### config.mk
export PLATFORM = sky130hd
export DESIGN_NAME = apb_timer_slave
export DESIGN_NICKNAME = d
export VERILOG_FILES = /design/src/rtl/apb_timer_slave.sv
export SDC_FILE = /design/constraint.sdc
export NUM_CORES = 1
export LEC_CHECK = 0
export BUFFER_PORTS_ARGS = -buffer_cell sky130_fd_sc_hd__buf_4
export CAP_MARGIN = 20
export CORE_UTILIZATION = 52
export CTS_BUF_LIST = sky130_fd_sc_hd__clkbuf_4
export DETAILED_ROUTE_END_ITERATION = 8
export GPL_TIMING_DRIVEN = 0
export PLACE_DENSITY = 0.75
export SYNTH_ARGS = -nofsm -noshare
export SYNTH_HDL_FRONTEND = slang
export SYNTH_SLANG_ARGS = --single-unit
### constraint.sdc
create_clock -name PCLK -period 3.7 [get_ports PCLK]
set_input_delay 0.74 -clock PCLK [delete_from_list [all_inputs] [get_ports PCLK]]
set_output_delay 0.74 -clock PCLK [all_outputs]
set_load 0.01 [all_outputs]
### src/rtl/apb_timer_slave.sv
// -----------------------------------------------------------------------------
// apb_timer_slave
//   APB peripheral with a 16-byte register window and a 32-bit down-counter
//   timer with interrupt. The access phase can be stretched by WAIT_STATES
//   PREADY-low cycles.
//
//   Register map (word offsets, PADDR[1:0] ignored, PADDR[ADDRWIDTH-1:4] == 0):
//     0x0 CTRL   [2:0] RW  {RELOAD, INTEN, EN}
//     0x4 LOAD   RW        writing also loads VALUE
//     0x8 VALUE  RO        current count
//     0xC STATUS [0]  INT, write-1-to-clear
//
//   Ports:
//     PCLK, PRESETn        clock, asynchronous active-low reset
//     PSEL, PENABLE        APB select / access-phase strobe
//     PADDR, PWRITE        byte address, direction (1 = write)
//     PWDATA               write data
//     PRDATA               read data, 0 unless a read is completing
//     PREADY               transfer complete
//     PSLVERR              error response (unmapped address / write to VALUE)
//     TIMERINT             STATUS.INT & CTRL.INTEN
//
//   Build option: define APB_SLVERR_EN to drive PSLVERR on bad accesses;
//   without it PSLVERR is tied low and bad accesses are silently ignored.
// -----------------------------------------------------------------------------
module apb_timer_slave #(
  parameter int ADDRWIDTH   = 16,
  parameter int DATAWIDTH   = 32,
  parameter int WAIT_STATES = 0
) (
  input  logic                 PCLK,
  input  logic                 PRESETn,
  input  logic                 PSEL,
  input  logic                 PENABLE,
  input  logic [ADDRWIDTH-1:0] PADDR,
  input  logic                 PWRITE,
  input  logic [DATAWIDTH-1:0] PWDATA,
  output logic [DATAWIDTH-1:0] PRDATA,
  output logic                 PREADY,
  output logic                 PSLVERR,
  output logic                 TIMERINT
);

  localparam logic [3:0] WAIT_INIT = WAIT_STATES[3:0];

  typedef enum logic {
    ST_IDLE,
    ST_ACCESS
  } state_t;

  state_t         state_q;
  logic [3:0]     wcnt_q;
  logic           pready_q;

  logic [2:0]           ctrl_q,  ctrl_d;
  logic [DATAWIDTH-1:0] load_q,  load_d;
  logic [DATAWIDTH-1:0] value_q, value_d;
  logic                 int_q,   int_d;
  logic                 int_set;

  logic       setup_ph;
  logic       xfer_done;
  logic       wr_en;
  logic       rd_en;
  logic       in_window;
  logic [1:0] offs;
  logic       wr_ctrl;
  logic       wr_load;
  logic       wr_status;
  logic       unused_addr;

  // The setup phase is recognised directly from the bus so that a transfer
  // with no wait states completes in two cycles: the edge closing the setup
  // cycle enters ACCESS with the wait counter already loaded.
  assign setup_ph = PSEL & ~PENABLE;

  always_ff @(posedge PCLK or negedge PRESETn) begin
    if (!PRESETn) begin
      state_q  <= ST_IDLE;
      wcnt_q   <= 4'd0;
      pready_q <= 1'b1;
    end else begin
      case (state_q)
        ST_IDLE: begin
          if (setup_ph) begin
            state_q  <= ST_ACCESS;
            wcnt_q   <= WAIT_INIT;
            pready_q <= (WAIT_INIT == 4'd0);
          end
        end
        ST_ACCESS: begin
          if (PSEL && PENABLE) begin
            if (pready_q) begin
              state_q  <= ST_IDLE;
              pready_q <= 1'b1;
            end else begin
              wcnt_q   <= wcnt_q - 4'd1;
              pready_q <= (wcnt_q == 4'd1);
            end
          end else if (setup_ph) begin
            // Master restarted with a fresh setup phase: drop the old
            // transfer and track the new one rather than miss its access.
            state_q  <= ST_ACCESS;
            wcnt_q   <= WAIT_INIT;
            pready_q <= (WAIT_INIT == 4'd0);
          end else begin
            // PENABLE/PSEL dropped mid-access: abandon without committing.
            state_q  <= ST_IDLE;
            wcnt_q   <= 4'd0;
            pready_q <= 1'b1;
          end
        end
        default: begin
          state_q  <= ST_IDLE;
          wcnt_q   <= 4'd0;
          pready_q <= 1'b1;
        end
      endcase
    end
  end

  assign PREADY = pready_q;

  assign xfer_done = (state_q == ST_ACCESS) & PSEL & PENABLE & pready_q;
  assign wr_en     = xfer_done &  PWRITE;
  assign rd_en     = xfer_done & ~PWRITE;

  assign in_window   = (PADDR[ADDRWIDTH-1:4] == '0);
  assign offs        = PADDR[3:2];
  assign unused_addr = ^PADDR[1:0];

  assign wr_ctrl   = wr_en & in_window & (offs == 2'd0);
  assign wr_load   = wr_en & in_window & (offs == 2'd1);
  assign wr_status = wr_en & in_window & (offs == 2'd3);

  always_comb begin
    PRDATA = '0;
    if (rd_en && in_window) begin
      case (offs)
        2'd0:    PRDATA = {{(DATAWIDTH-3){1'b0}}, ctrl_q};
        2'd1:    PRDATA = load_q;
        2'd2:    PRDATA = value_q;
        default: PRDATA = {{(DATAWIDTH-1){1'b0}}, int_q};
      endcase
    end
  end

`ifdef APB_SLVERR_EN
  logic bad_access;
  assign bad_access = ~in_window | (PWRITE & (offs == 2'd2));
  assign PSLVERR    = xfer_done & bad_access;
`else
  assign PSLVERR = 1'b0;
`endif

  // Timer next state. A LOAD write takes priority over the count step; a CTRL
  // write overrides the automatic EN clear of the same edge; an INT set
  // overrides a same-edge write-1-to-clear.
  always_comb begin
    ctrl_d  = ctrl_q;
    load_d  = load_q;
    value_d = value_q;
    int_d   = int_q;
    int_set = 1'b0;

    if (wr_load) begin
      load_d  = PWDATA;
      value_d = PWDATA;
    end else if (ctrl_q[0]) begin
      if (value_q > DATAWIDTH'(1)) begin
        value_d = value_q - DATAWIDTH'(1);
      end else if (value_q == DATAWIDTH'(1)) begin
        value_d = '0;
        int_set = 1'b1;
      end else if (ctrl_q[2]) begin
        value_d = load_q;
      end else begin
        ctrl_d[0] = 1'b0;
      end
    end

    if (wr_ctrl) begin
      ctrl_d = PWDATA[2:0];
    end
    if (wr_status && PWDATA[0]) begin
      int_d = 1'b0;
    end
    if (int_set) begin
      int_d = 1'b1;
    end
  end

  always_ff @(posedge PCLK or negedge PRESETn) begin
    if (!PRESETn) begin
      ctrl_q  <= 3'd0;
      load_q  <= '0;
      value_q <= '0;
      int_q   <= 1'b0;
    end else begin
      ctrl_q  <= ctrl_d;
      load_q  <= load_d;
      value_q <= value_d;
      int_q   <= int_d;
    end
  end

  assign TIMERINT = int_q & ctrl_q[1];

endmodule

==> out/results.md <==
| Result | Value | Unit |
|---|---|---|
| Number of distinct library cells after synthesis | 56 | - |
| Area growth from synthesis to layout | 19.7 | % |
| Tightest slew margin relative to the limit | 22.9 | % |
| Count of buffers inserted at the top-level ports | 81 | - |
| Maximum resistive drop on vdd | 0.000189 | V |
| Yosys top cell by area | dfrtp_1 | - |
| Largest stage delay, worst path | 0.62 | ns |
| Sequential element share of the synthesized area | 39.2 | % |
| Synth warnings | 0 | - |
| Fin area | 0.00566 | mm2 |
| Total Nets Final | 724 | - |
| Buffer and inverter count on the worst path | 4 | - |
| Comb power frac | 6.8 | % |
| Proportion of power drawn by flip-flops and latches | 51.4 | % |
| Run status | complete, no violations | - |
| Clk_skew | 0.0171 | ns |
| Flops & latches, synth | 74 | - |
| Primary flip-flop cell chosen by synthesis mapping | dfrtp_1 | - |
| Horizontal die dimension | 97.3 | um |
| Detailed router's first-iteration violation count | 641 | - |
| Switching share of power | 23.3 | % |
| Critical path data required time | 4.07 | ns |
| Hold violation total from the final report | 0 | - |
| Final critical delay including setup and external delays | 3.56 | ns |
| Cell with the biggest individual delay on the critical path | dfstp_2 | - |
| Data arrival at the endpoint of the critical path | 3.94 | ns |
| Clock power frac | 41.9 | % |
| GR Overflow Total | 0 | - |
| Total clock sinks | 74 | - |
| Share of synthesized flip-flops with an asynchronous set or reset | 100 | % |
| Classification of the worst setup path | reg -> reg | - |
| Post-detailed-routing wire length | 15900 | um |
| Largest net degree at the start of global routing | 75 | - |
| Mean instance size in the synthesized netlist | 8.22 | um2 |
| Cell leakage power | 2.47 | nW |
| Critical-path maximum fanout | 10 | - |
| Wire length of the first global-routing pass | 25200 | um |
| Worst hold path type | in -> async | - |
| Ratio of total power to cell area | 281 | mW/mm2 |
| CTS clk-pin slew, worst paths | 0.13 | ns |
| H-tree depth | 3 | - |
| Gate count of the mapped netlist | 575 | - |
| Vertical die dimension | 97.3 | um |
| Crit share post-route | 96.3 | % |
| CP startpoint kind | register | - |
| Total vias in the final route | 5062 | - |
| Detail Route Antenna Nets | 0 | - |
| Share of post-route cells with drive strength above 1 | 18.8 | % |
| Maximum clock frequency | 281 | MHz |
| Cell row count | 34 | - |
| Average vias per placed instance | 6.49 | - |
| Number of remaining DRC errors | 0 | - |
| Dominant delay contributor by cell family on the critical path | buffers and inverters | - |
| Weighted congestion at the end of routability-driven global placement | 0.929 | - |
| Die area | 0.00947 | mm2 |
| Setup Viol. Count Final | 0 | - |
| Synth top area share | 38.7 | % |
| Ordered list of cells on the worst path | nor4b_1 -> and3_1 -> and4_1 -> clkbuf_1 -> buf_2 -> buf_1 -> buf_1 -> nand2_1 -> nand2_1 | - |
| Clock latency on the worst-skew pair | 0.44 | ns |
| Antenna Cells | 0 | - |
| Worst-Margin Slew | 1.15 | ns |
| Synthesized cell area | 0.00473 | mm2 |
| CTS Buf Count | 9 | - |
| Largest cells by area after synthesis | dfrtp_1 39%, nand2_1 7.0%, a22oi_1 4.6% | - |
| Element type at the critical path end | register | - |
| Most used standard cell by instance count after synthesis | nand2_1 | - |
| Average wire length per cell after detail routing | 20.4 | um |
| Post-synth EDFFs | 0 | - |
| Core region area | 0.00876 | mm2 |
| Internal power | 0.00122 | W |
| Initial core utilization | 53.9 | % |
| Root buffer cell | clkbuf_4 | - |
| Buffer levels on the longest clock path | 2 | - |
| I/O pin total | 88 | - |
| DPL Wire Length | 11000 | um |
| Number of global-route vias before repair | 4986 | - |
| Filler Cell Count | 785 | - |
| MaxCap Viol Count | 0 | - |
| Tot Pwr | 0.00159 | W |
| Number of nets in the synthesized netlist | 632 | - |
| CTS tree | yes | - |
| Instance area at placement | 0.00547 | mm2 |
| Most frequent cells after synthesis | 88 x nand2_1, 73 x dfrtp_1, 58 x nor2_1, 37 x o21ai_0, 34 x nor3_1 | - |
| Total count of max-transition violations in the final report | 0 | - |
| RSZ-0062 raised after global routing | no | - |
| Net switching component of the power | 0.000370 | W |
| Antenna violations before repair | 0 | - |
| Number of detailed-routing iterations run before antenna repair | 7 | - |
| All-Layer GR Usage | 34.1 | % |
==> through the flow <==
| step | std cells | setup TNS, ns | hold WS [ns] | worst slack, ns | utilization, % |
|---|---|---|---|---|---|
| 4_1_cts | 780 | 0 | 0.478 | 0.179 | 64.5 |
| 2_1_floorplan | 575 | 0 | 0.444 | 0.819 | - |
| 5_1_grt | 780 | 0 | 0.488 | 0.00685 | 64.5 |
| 3_5_place_dp | 764 | -1.16 | 0.488 | -0.138 | 62.4 |
| 6_report | 780 | 0 | 0.433 | 0.137 | 64.5 |
| 3_3_place_gp | 764 | -0.591 | 0.479 | -0.0676 | 62.4 |
==> cell families after synthesis <==
family	after synthesis	share of synthesized area (%)
buffers and inverters	56	5.24
adders and majority gates	4	1.06
AOI/OAI and AO/OA	148	21.9
muxes	7	1.80
and+or+nand+nor	285	30.7
DFF	74	39.2
other	1	0.0794
==> placed cells by master, fill, tap and decap left out, types with 13 or more instances in the layout <==
cell type / n
nand2_1: 88
buf_4: 87
dfrtp_1: 73
nor2_1: 58
o21ai_0: 37
nor3_1: 34
a22oi_1: 29
clkbuf_1: 25
nor4_1: 21
and2_1: 14
inv_1: 13
a21oi_1: 13
==> routing by layer <==
metal	vias up	wire length [um]	global-route usage [%]
met4	0	604	16.3
met1	2361	6350	46.1
met2	345	7260	52.6
met3	58	1710	6.26
li1	2298	-	-
met5	-	0	2.75
==> repair_timing <==
action                                  CTS  global route
endpoints found under the setup margin    0             3
gates resized for setup                   0             2
hold endpoints to repair                  0             0
setup buffers                             0             0
hold buffers                              0             0
==> state kept, by name (all words and copies together) (netlist names) <==
register	count
state_q	1
value_q	32
PREADY	1
ctrl_q	3
load_q	32
int_q	1
wcnt_q	4
==> cell type report <==
class	instances	area (um2)	area share (%)
Multi-Input combinational cell	445	2630	46.4
Tap cell	108	135	2.39
Clock inverter	5	103	1.81
Buffer	43	200	3.54
Sequential cell	74	1850	32.8
Inverter	13	48.8	0.863
Timing Repair Buffer	81	608	10.8
Clock buffer	11	82.6	1.46
==> power groups by stage <==
stage / clock network, W / registers, W / logic (W)
after global routing: 0.000697 / 0.000815 / 0.000118
after CTS: 0.000663 / 0.000815 / 0.000108
after global placement: 0 / 0.000830 / 0.000105
final: 0.000664 / 0.000815 / 0.000107
after detailed placement: 0 / 0.000830 / 0.000108
after floorplan: 0 / 0.000829 / 0.0000358
==> final timing paths <==
path                                 start          to  slack (ns)  cells after the start
worst max-delay path                PREADY  load_q[14]        0.14                      9
worst min-delay path               PRESETn       int_q        0.43                      1
worst max register to register      PREADY  load_q[14]        0.14                      9
worst min register to register   load_q[7]   load_q[7]        0.52                      1
max in group asynchronous          PRESETn  value_q[8]        2.61                      1
min in group PCLK               PWDATA[16]  load_q[16]        0.50                      3
Note: power is estimated with default switching activity, not from simulation.
